File: src/rtl/hazard_stall_controller_if.sv
// rtl/hazard_stall_controller_if.sv - hazard/stall controller pipeline-side signal bundle
//
// Purpose: groups the hazard inputs sampled from the pipeline registers and the
// stall/flush controls returned to them.
// Ports (via modports):
//   slave  - the controller: receives hazard inputs, drives controls and counters.
//   master - the pipeline/bench: drives hazard inputs, receives controls and counters.
interface hazard_stall_controller_if #(
    parameter int CNT_W = 16
);
    logic [4:0]       ifid_rs;
    logic [4:0]       ifid_rt;
    logic             idex_mem_read;
    logic [4:0]       idex_rt;
    logic             exmem_mem_access;
    logic             mem_ready;
    logic             pcsrc;
    logic             pc_write;
    logic             ifid_write;
    logic             pipe_hold;
    logic             hazard_mux;
    logic             ifid_flush;
    logic             idex_flush;
    logic             exmem_flush;
    logic             mem_timeout;
    logic [CNT_W-1:0] stall_cycles;
    logic [CNT_W-1:0] flush_count;

    modport slave (
        input  ifid_rs, ifid_rt, idex_mem_read, idex_rt,
               exmem_mem_access, mem_ready, pcsrc,
        output pc_write, ifid_write, pipe_hold, hazard_mux,
               ifid_flush, idex_flush, exmem_flush,
               mem_timeout, stall_cycles, flush_count
    );

    modport master (
        output ifid_rs, ifid_rt, idex_mem_read, idex_rt,
               exmem_mem_access, mem_ready, pcsrc,
        input  pc_write, ifid_write, pipe_hold, hazard_mux,
               ifid_flush, idex_flush, exmem_flush,
               mem_timeout, stall_cycles, flush_count
    );
endinterface

File: src/rtl/hazard_stall_controller.sv
// rtl/hazard_stall_controller.sv - load-use / branch-flush / memory-freeze sequencer
//
// Purpose: drives PC/IF/ID write enables, pipeline hold, bubble select and flushes
// for a 5-stage pipeline; counts stall cycles and flush events (saturating) and
// raises a sticky timeout when a memory access stays unready too long.
// Ports:
//   clock - rising-edge clock
//   reset - synchronous, active-high; forces a fully frozen/flushed output set
//   bus   - hazard_stall_controller_if.slave: hazard inputs, controls, counters
module hazard_stall_controller #(
    parameter int TIMEOUT = 16,
    parameter int CNT_W   = 16
) (
    input  logic                      clock,
    input  logic                      reset,
    hazard_stall_controller_if.slave  bus
);
    localparam int WCNT_W = $clog2(TIMEOUT + 1);

    typedef enum logic [1:0] {
        RUN      = 2'd0,
        MEM_WAIT = 2'd1,
        ERROR    = 2'd2
    } stateT;

    stateT             stateQ, stateD;
    logic [WCNT_W-1:0] wcntQ, wcntD;
    logic              memTimeoutQ, memTimeoutD;
    logic [CNT_W-1:0]  stallCyclesQ;
    logic [CNT_W-1:0]  flushCountQ;

    logic loadUse, memStall;
    logic freeze, doFlush, doBubble;
    logic pcWrite;

    assign loadUse  = bus.idex_mem_read && (bus.idex_rt != 5'd0) &&
                      ((bus.idex_rt == bus.ifid_rs) || (bus.idex_rt == bus.ifid_rt));
    assign memStall = bus.exmem_mem_access && !bus.mem_ready;

    // State register
    always_ff @(posedge clock) begin
        if (reset) begin
            stateQ      <= RUN;
            wcntQ       <= '0;
            memTimeoutQ <= 1'b0;
        end else begin
            stateQ      <= stateD;
            wcntQ       <= wcntD;
            memTimeoutQ <= memTimeoutD;
        end
    end

    // Next-state logic
    always_comb begin
        stateD      = stateQ;
        wcntD       = wcntQ;
        memTimeoutD = memTimeoutQ;
        case (stateQ)
            RUN: begin
                if (memStall) begin
                    stateD = MEM_WAIT;
                    wcntD  = WCNT_W'(1);
                end
            end
            MEM_WAIT: begin
                if (!bus.mem_ready) begin
                    if (wcntQ == WCNT_W'(TIMEOUT)) begin
                        stateD      = ERROR;
                        memTimeoutD = 1'b1;
                    end else begin
                        wcntD = wcntQ + WCNT_W'(1);
                    end
                end else begin
                    stateD = RUN;
                    wcntD  = '0;
                end
            end
            ERROR: begin
                stateD = ERROR;
            end
            default: begin
                stateD = RUN;
                wcntD  = '0;
            end
        endcase
    end

    // Output decode. In MEM_WAIT only mem_ready matters for the freeze: EX/MEM is
    // held, so the access itself is still pending regardless of the sampled flag.
    // A release cycle falls through to the branch/load-use priority chain.
    always_comb begin
        freeze   = 1'b0;
        doFlush  = 1'b0;
        doBubble = 1'b0;
        case (stateQ)
            RUN: begin
                if (memStall)       freeze   = 1'b1;
                else if (bus.pcsrc) doFlush  = 1'b1;
                else if (loadUse)   doBubble = 1'b1;
            end
            MEM_WAIT: begin
                if (!bus.mem_ready) freeze   = 1'b1;
                else if (bus.pcsrc) doFlush  = 1'b1;
                else if (loadUse)   doBubble = 1'b1;
            end
            default: freeze = 1'b1;
        endcase

        if (reset) begin
            pcWrite         = 1'b0;
            bus.ifid_write  = 1'b0;
            bus.pipe_hold   = 1'b1;
            bus.hazard_mux  = 1'b1;
            bus.ifid_flush  = 1'b1;
            bus.idex_flush  = 1'b1;
            bus.exmem_flush = 1'b1;
        end else begin
            pcWrite         = !(freeze || doBubble);
            bus.ifid_write  = !(freeze || doBubble);
            bus.pipe_hold   = freeze;
            bus.hazard_mux  = doBubble;
            bus.ifid_flush  = doFlush;
            bus.idex_flush  = doFlush;
            bus.exmem_flush = doFlush;
        end
        bus.pc_write = pcWrite;
    end

    // Saturating performance counters
    always_ff @(posedge clock) begin
        if (reset) begin
            stallCyclesQ <= '0;
            flushCountQ  <= '0;
        end else begin
            if (!pcWrite && (stallCyclesQ != {CNT_W{1'b1}}))
                stallCyclesQ <= stallCyclesQ + CNT_W'(1);
            if (doFlush && (flushCountQ != {CNT_W{1'b1}}))
                flushCountQ <= flushCountQ + CNT_W'(1);
        end
    end

    assign bus.mem_timeout  = memTimeoutQ;
    assign bus.stall_cycles = stallCyclesQ;
    assign bus.flush_count  = flushCountQ;
endmodule

File: src/flat_wrapper.sv
// flat-port wrapper written by rule: the top's interface ports become plain ports
module hazard_stall_controller_flat 
#(
    parameter int TIMEOUT = 16,
    parameter int CNT_W   = 16
)
  (clock, reset, bus_ifid_rs, bus_ifid_rt, bus_idex_mem_read, bus_idex_rt, bus_exmem_mem_access, bus_mem_ready, bus_pcsrc, bus_pc_write, bus_ifid_write, bus_pipe_hold, bus_hazard_mux, bus_ifid_flush, bus_idex_flush, bus_exmem_flush, bus_mem_timeout, bus_stall_cycles, bus_flush_count);
  hazard_stall_controller_if #(.CNT_W(CNT_W)) bus_i ();
  input  logic clock;
  input  logic reset;
  input wire logic [$bits(bus_i.ifid_rs)-1:0] bus_ifid_rs;
  input wire logic [$bits(bus_i.ifid_rt)-1:0] bus_ifid_rt;
  input wire logic [$bits(bus_i.idex_mem_read)-1:0] bus_idex_mem_read;
  input wire logic [$bits(bus_i.idex_rt)-1:0] bus_idex_rt;
  input wire logic [$bits(bus_i.exmem_mem_access)-1:0] bus_exmem_mem_access;
  input wire logic [$bits(bus_i.mem_ready)-1:0] bus_mem_ready;
  input wire logic [$bits(bus_i.pcsrc)-1:0] bus_pcsrc;
  output wire logic [$bits(bus_i.pc_write)-1:0] bus_pc_write;
  output wire logic [$bits(bus_i.ifid_write)-1:0] bus_ifid_write;
  output wire logic [$bits(bus_i.pipe_hold)-1:0] bus_pipe_hold;
  output wire logic [$bits(bus_i.hazard_mux)-1:0] bus_hazard_mux;
  output wire logic [$bits(bus_i.ifid_flush)-1:0] bus_ifid_flush;
  output wire logic [$bits(bus_i.idex_flush)-1:0] bus_idex_flush;
  output wire logic [$bits(bus_i.exmem_flush)-1:0] bus_exmem_flush;
  output wire logic [$bits(bus_i.mem_timeout)-1:0] bus_mem_timeout;
  output wire logic [$bits(bus_i.stall_cycles)-1:0] bus_stall_cycles;
  output wire logic [$bits(bus_i.flush_count)-1:0] bus_flush_count;
  assign bus_i.ifid_rs = bus_ifid_rs;
  assign bus_i.ifid_rt = bus_ifid_rt;
  assign bus_i.idex_mem_read = bus_idex_mem_read;
  assign bus_i.idex_rt = bus_idex_rt;
  assign bus_i.exmem_mem_access = bus_exmem_mem_access;
  assign bus_i.mem_ready = bus_mem_ready;
  assign bus_i.pcsrc = bus_pcsrc;
  assign bus_pc_write = bus_i.pc_write;
  assign bus_ifid_write = bus_i.ifid_write;
  assign bus_pipe_hold = bus_i.pipe_hold;
  assign bus_hazard_mux = bus_i.hazard_mux;
  assign bus_ifid_flush = bus_i.ifid_flush;
  assign bus_idex_flush = bus_i.idex_flush;
  assign bus_exmem_flush = bus_i.exmem_flush;
  assign bus_mem_timeout = bus_i.mem_timeout;
  assign bus_stall_cycles = bus_i.stall_cycles;
  assign bus_flush_count = bus_i.flush_count;
  hazard_stall_controller #(.TIMEOUT(TIMEOUT), .CNT_W(CNT_W)) u_core (.clock(clock), .reset(reset), .bus(bus_i));
endmodule
File: config.mk
export PLATFORM = sky130hd
export DESIGN_NAME = hazard_stall_controller_flat
export DESIGN_NICKNAME = d
export VERILOG_FILES = /design/src/rtl/hazard_stall_controller_if.sv /design/src/rtl/hazard_stall_controller.sv /design/src/flat_wrapper.sv
export SDC_FILE = /design/constraint.sdc
export NUM_CORES = 1
export LEC_CHECK = 0
export CORE_ASPECT_RATIO = 1.75
export CORE_MARGIN = 4
export CORE_UTILIZATION = 51
export CTS_BUF_LIST = sky130_fd_sc_hd__clkbuf_16
export DETAILED_ROUTE_END_ITERATION = 12
export HOLD_SLACK_MARGIN = 0.03
export PLACE_DENSITY = 0.85
export SLEW_MARGIN = 15
export SYNTH_ARGS = -nofsm -noshare
export SYNTH_HDL_FRONTEND = slang
export SYNTH_SLANG_ARGS = --single-unit
export TNS_END_PERCENT = 100
File: constraint.sdc
create_clock -name clock -period 6.1 [get_ports clock]
set_input_delay 0.61 -clock clock [delete_from_list [all_inputs] [get_ports clock]]
set_output_delay 0.61 -clock clock [all_outputs]
set_load 0.01 [all_outputs]
* Word level (Yosys, flattened, before mapping) *
Cells that the tools add are included.

word-level totals
  bits in registers = 40
  output and inout bits = 40

cells by class
  add/subtract/negate cells = 3
  mux-type cells = 24
  reductions and logical operators = 15
  equality and inequality tests = 10
  bitwise gates (word level) = 2

operator list
  operator                                                                  number
  16-bit by 1-bit adder with 16-bit output (second input constant)          2
  16-bit inequality test (second input constant)                            2
  5-bit 2-to-1 mux                                                          3
  5-bit case mux with 3 select lines                                        1
  1-bit 2-to-1 mux                                                          13
  5-bit == test                                                             2
  2-bit 2-to-1 mux                                                          3
  1-bit case mux with 2 select lines                                        3
  2-bit case mux with 3 select lines                                        1
  3-bit AND reduction                                                       2
  5-bit by 1-bit adder with 5-bit output (second input constant)            1
  5-bit == test (second input constant)                                     1
  1-bit logical AND                                                         5
  5-bit nonzero test                                                        1
  1-bit logical NOT                                                         3
  3-bit by 2-bit inequality test with 1-bit output (second input constant)  1
  3-bit inequality test (second input constant)                             1
  2-bit by 1-bit == test with 1-bit output (second input constant)          1
  2-bit == test (second input constant)                                     1
  2-bit logical NOT                                                         1
  1-bit logical OR                                                          2
  2-bit by 1-bit inequality test with 1-bit output (second input constant)  1
  1-bit inverter                                                            2
  2-bit AND reduction                                                       1

* Depth between registers and ports, before layout *
  word-level depth = 12
  depth in mapped cells = 9

* Worst setup path before layout *
Ideal clock, no wire load.

  kind = input port to output port
  from = in bus_idex_rt[0]
  to = out bus_pc_write
  data arrival time = 1.786 ns
  path slack = 3.703 ns
  data required time = 5.490 ns
  stages on the path = 5
  path through = or4_1 nor2_1 nor2_1 a21oi_1 buf_4

on the way
  cells in the longest elaborated chain, start to end = 10
  elaborated cells on any way between the ends = 14
  those cells by class = eq/ne: 2; mux: 6; reduce/logical: 6

RTL lines
  what                                                   RTL line                                                       source
  start, declared                                        flat_wrapper.sv:14                                             input wire logic [$bits(bus_i.idex_rt)-1:0] bus_idex_rt;
  5-bit == test or 5-bit nonzero test (tied branches)    hazard_stall_controller.sv:37, hazard_stall_controller.sv:36
  1-bit logical OR or 1-bit logical AND (tied branches)  hazard_stall_controller.sv:37, hazard_stall_controller.sv:36
  1-bit logical AND (*)                                  hazard_stall_controller.sv:36                                  assign loadUse = bus.idex_mem_read && (bus.idex_rt != 5'd0) &&
  1-bit 2-to-1 mux (*)                                   hazard_stall_controller.sv:99, hazard_stall_controller.sv:104
  1-bit 2-to-1 mux (*)                                   hazard_stall_controller.sv:103                                 else if (bus.pcsrc) doFlush = 1'b1;
  1-bit 2-to-1 mux, on equally long branches             hazard_stall_controller.sv:102, hazard_stall_controller.sv:97
  1-bit case mux with 2 select lines (*)                 hazard_stall_controller.sv:95                                  case (stateQ)
  1-bit logical OR (*)                                   --
  1-bit logical NOT (*)                                  --
  1-bit 2-to-1 mux (*)                                   --
  end, declared                                          flat_wrapper.sv:18                                             output wire logic [$bits(bus_i.pc_write)-1:0] bus_pc_write;

Every way passes the cells marked *; elsewhere a longest branch is shown, timed or not.

* Worst setup path after layout *
  from = in bus_idex_rt[3]
  to = out bus_ifid_write

on the way
  cells in the longest elaborated chain, start to end = 10
  elaborated cells on any way between the ends = 14
  those cells by class = eq/ne: 2; mux: 6; reduce/logical: 6

RTL lines
  what                                                   RTL line                                                       source
  5-bit == test or 5-bit nonzero test (tied branches)    hazard_stall_controller.sv:37, hazard_stall_controller.sv:36
  1-bit logical OR or 1-bit logical AND (tied branches)  hazard_stall_controller.sv:37, hazard_stall_controller.sv:36
  1-bit logical AND (*)                                  hazard_stall_controller.sv:36
  1-bit 2-to-1 mux (*)                                   hazard_stall_controller.sv:99, hazard_stall_controller.sv:104
  1-bit 2-to-1 mux (*)                                   hazard_stall_controller.sv:103
  1-bit 2-to-1 mux, on equally long branches             hazard_stall_controller.sv:102, hazard_stall_controller.sv:97
  1-bit case mux with 2 select lines (*)                 hazard_stall_controller.sv:95
  1-bit logical OR (*)                                   hazard_stall_controller.sv:119                                 bus.ifid_write = !(freeze || doBubble);
  1-bit logical NOT (*)                                  hazard_stall_controller.sv:119
  1-bit 2-to-1 mux (*)                                   hazard_stall_controller.sv:109                                 if (reset) begin
  end, declared                                          flat_wrapper.sv:19                                             output wire logic [$bits(bus_i.ifid_write)-1:0] bus_ifid_write;

Marked as above.

==> results_dict.tcl <==
set metrics [dict create \
    num_vias 2050 \
    final_cells 362 \
    rr_endpoint "u_core.bus.stall_cycles[3]" \
    timing.rr.start "u_core.bus.stall_cycles[0]" \
    synth_top_area_cell "dfxtp_1" \
    crit_end "bus_ifid_write" \
    ioPinCount 61 \
    grtUsageTotal_pct 20.4 \
    drtIter0Drc 31 \
    grt_overflow 0 \
    h-tree-depth 2 \
    clock_skew_ns 0.00871 \
    clkTransAtPathRegs_ns 0.06 \
    fin_tns_setup_ns 0 \
    fin_util_pct 72.5 \
    cts_root_buf "clkbuf_16" \
    slew-limit-headroom_pct 43.5 \
    worst_slew_pin_slew_ns 0.847 \
    final_max_slew_viol_count 0 \
    gp_congestion 0.749 \
    p_per_area_nw_per_um2 207 \
    fp-row-count 30 \
    cts_max_path_buffers 2 \
    drc_errors 0 \
    irDropWorstVdd_mv 0.181 \
    swShare_pct 23.3 \
    insertion_delay_ns 0.28 \
    setup_viol 0 \
    hold_class "reg2reg" \
    rsz0062_at_grt "no" \
    die_h_um 93.1 \
    num-fill-cells 331 \
    wl_mm 5.03 \
    intPower_uw 454 \
    final_common_cell "clkdlybuf4s50_1" \
    diodes 0 \
    multiInputGateArea_sq_um 1220 \
    timing.hold.ws_ns 0.494 \
    cp-start-kind "input pin" \
    finalHoldViolCount 0 \
    synth_top_area_share_pct 38.0 \
    cp.arrival_ns 2.63 \
    avgSynthCellArea_sq_um 8.24 \
    wl_per_cell_um 13.9 \
    post_cts_buffers 0 \
    crit_chain "clkdlybuf4s50_1 > or4_1 > nor2_1 > nor2_1 > a21oi_1 > clkdlybuf4s50_1" \
    design.core.area_sq_um 3940 \
    r2r_cells 7 \
    cp_slowest_stage_delay_ns 0.57 \
    area_growth_pct 35.5 \
    grt_pass1_vias 1980 \
    antenna_left 0 \
    die_w_um 56.6 \
    critPathKind "in2out" \
    cts_tree "built" \
    dp.cells 354 \
    synth_edf_count 0 \
    cts.repair.resized 0 \
    syn_area_sq_um 2110 \
    final_cell_mix "clkdlybuf4s50_1, dfxtp_1, nor2_1" \
    cts.sinks 40 \
    ys_warn_count 0 \
    via_per_inst 5.66 \
    numCtsBuffers 5 \
    period_share_pct 53.1 \
    p_leak_uw 0.000948 \
    p_seq_share_pct 46.0 \
    outcome "finished, final reports clean" \
    maxCapViolCount 0 \
    synth.distinct_cells 42 \
    clockPowerShare_pct 42.0 \
    antenna_found_initial 0 \
    drive_gt1_share_pct 4.46 \
    ys_seq_area_share_pct 38.0 \
    yosys-top-cells-area "dfxtp_1, xnor2_1, nor2_1" \
    cp.required_ns 5.49 \
    crit_start "bus_idex_rt[3]" \
    min_period_ns 3.24 \
    nNetsFinal 338 \
    synthArstFlopShare_pct 0 \
    start_util_pct 53.5 \
    grt_max_degree 44 \
    first_pass_iters 4 \
    dieArea_sq_um 5270 \
    seq_area_sq_um 801 \
    clock.fmax_mhz 309 \
    netlist_instances 256 \
    slowest_stage "clkdlybuf4s50_1" \
    cts_hold_buf 0 \
    dpl.hpwl_mm 3.70 \
    grt_pass1_wl_mm 8.77 \
    comb_power_share_pct 12.1 \
    cp_max_fo 3 \
    synth_ff_type "dfxtp_1" \
    portBuffers 60 \
    switchingPower_uw 138 \
    ff2ff_setup_slack_ns 3.62 \
    synth_seq_cells 40 \
    syn_nets 281 \
    cp-end-kind "primary output" \
]
[kinds of logic after synthesis]
logic type / after synthesis / synth area share, %
fa+ha+maj: 4 / 2.37
simple gates: 115 / 28.1
buf+inv: 17 / 3.98
mux: 5 / 2.55
xor+xnor: 26 / 10.8
flops: 40 / 38.0
compound gates: 49 / 14.2
[layout make-up]
cell class	count	area share, %
Clock buffer	5	4.38
Clock inverter	3	0.569
Inverter	6	0.788
Multi-Input combinational cell	199	42.8
Sequential cell	40	28.0
Tap cell	48	2.10
Timing Repair Buffer	61	21.3
[Yosys cell counts (all sizes together) (2+ instances only)]
library cell	instances
or3	10
nand3	14
nor4	4
o21ai	11
xnor2	14
ha	4
mux2	3
xor2	12
dfxtp	40
nor3	7
a21oi	21
nor2	31
inv	6
nand2	21
a31oi	2
mux2i	2
or2	2
clkbuf	6
nand4	12
o31ai	5
nand2b	4
buf	5
or4	6
a21o	3
[per-stage QoR]
step | instance area, sq um | power [uW] | setup WS, ns
finish | 2860 | 592 | 2.86
global route | 2860 | 616 | 2.72
CTS | 2860 | 596 | 2.84
detailed placement | 2720 | 350 | 2.85
global placement | 2720 | 348 | 2.91
floorplan | 2110 | 317 | 3.70
[how the worst min path moves through the flow]
| stage | depth (start not counted) | from | slack [ns] | endpoint |
|---|---|---|---|---|
| floorplan | 2 | u_core.bus.mem_timeout | 0.47 | u_core.bus.mem_timeout |
| global placement | 2 | u_core.bus.mem_timeout | 0.45 | u_core.bus.mem_timeout |
| detailed placement | 2 | u_core.bus.mem_timeout | 0.46 | u_core.bus.mem_timeout |
| CTS | 2 | u_core.bus.mem_timeout | 0.50 | u_core.bus.mem_timeout |
| global route | 2 | u_core.bus.mem_timeout | 0.50 | u_core.bus.mem_timeout |
| finish | 2 | u_core.bus.mem_timeout | 0.49 | u_core.bus.mem_timeout |
[metal layers]
layer | up-vias | track usage (%) | share of wire (%)
met5 | - | 0 | 0
met4 | 0 | 10.1 | 3.2
met3 | 15 | 3.87 | 3.1
met2 | 40 | 37.4 | 56
met1 | 968 | 21.7 | 38
li1 | 1027 | - | -
[sequential cells by signal, summed over array words and instances (netlist names)]
name and count:
u_core.bus.stall_cycles 16, u_core.stateQ 2, u_core.bus.flush_count 16, u_core.wcntQ 5, u_core.bus.mem_timeout 1
[critical path, delay by kind of cell]
family | cells | cell delay [ns]
AO/OA/AOI/OAI | 1 | 0.19
buffers and inverters | 2 | 1.05
AND/OR/NAND/NOR | 3 | 0.78
[power by group through the flow]
stage,clock network (uW),registers [uW],logic [uW]
floorplan,0,278,39.2
global placement,0,277,70.7
detailed placement,0,278,72.2
CTS,252,272,72.3
global route,265,273,78.8
finish,248,272,71.5
Note: power is estimated with default switching activity, not from simulation.
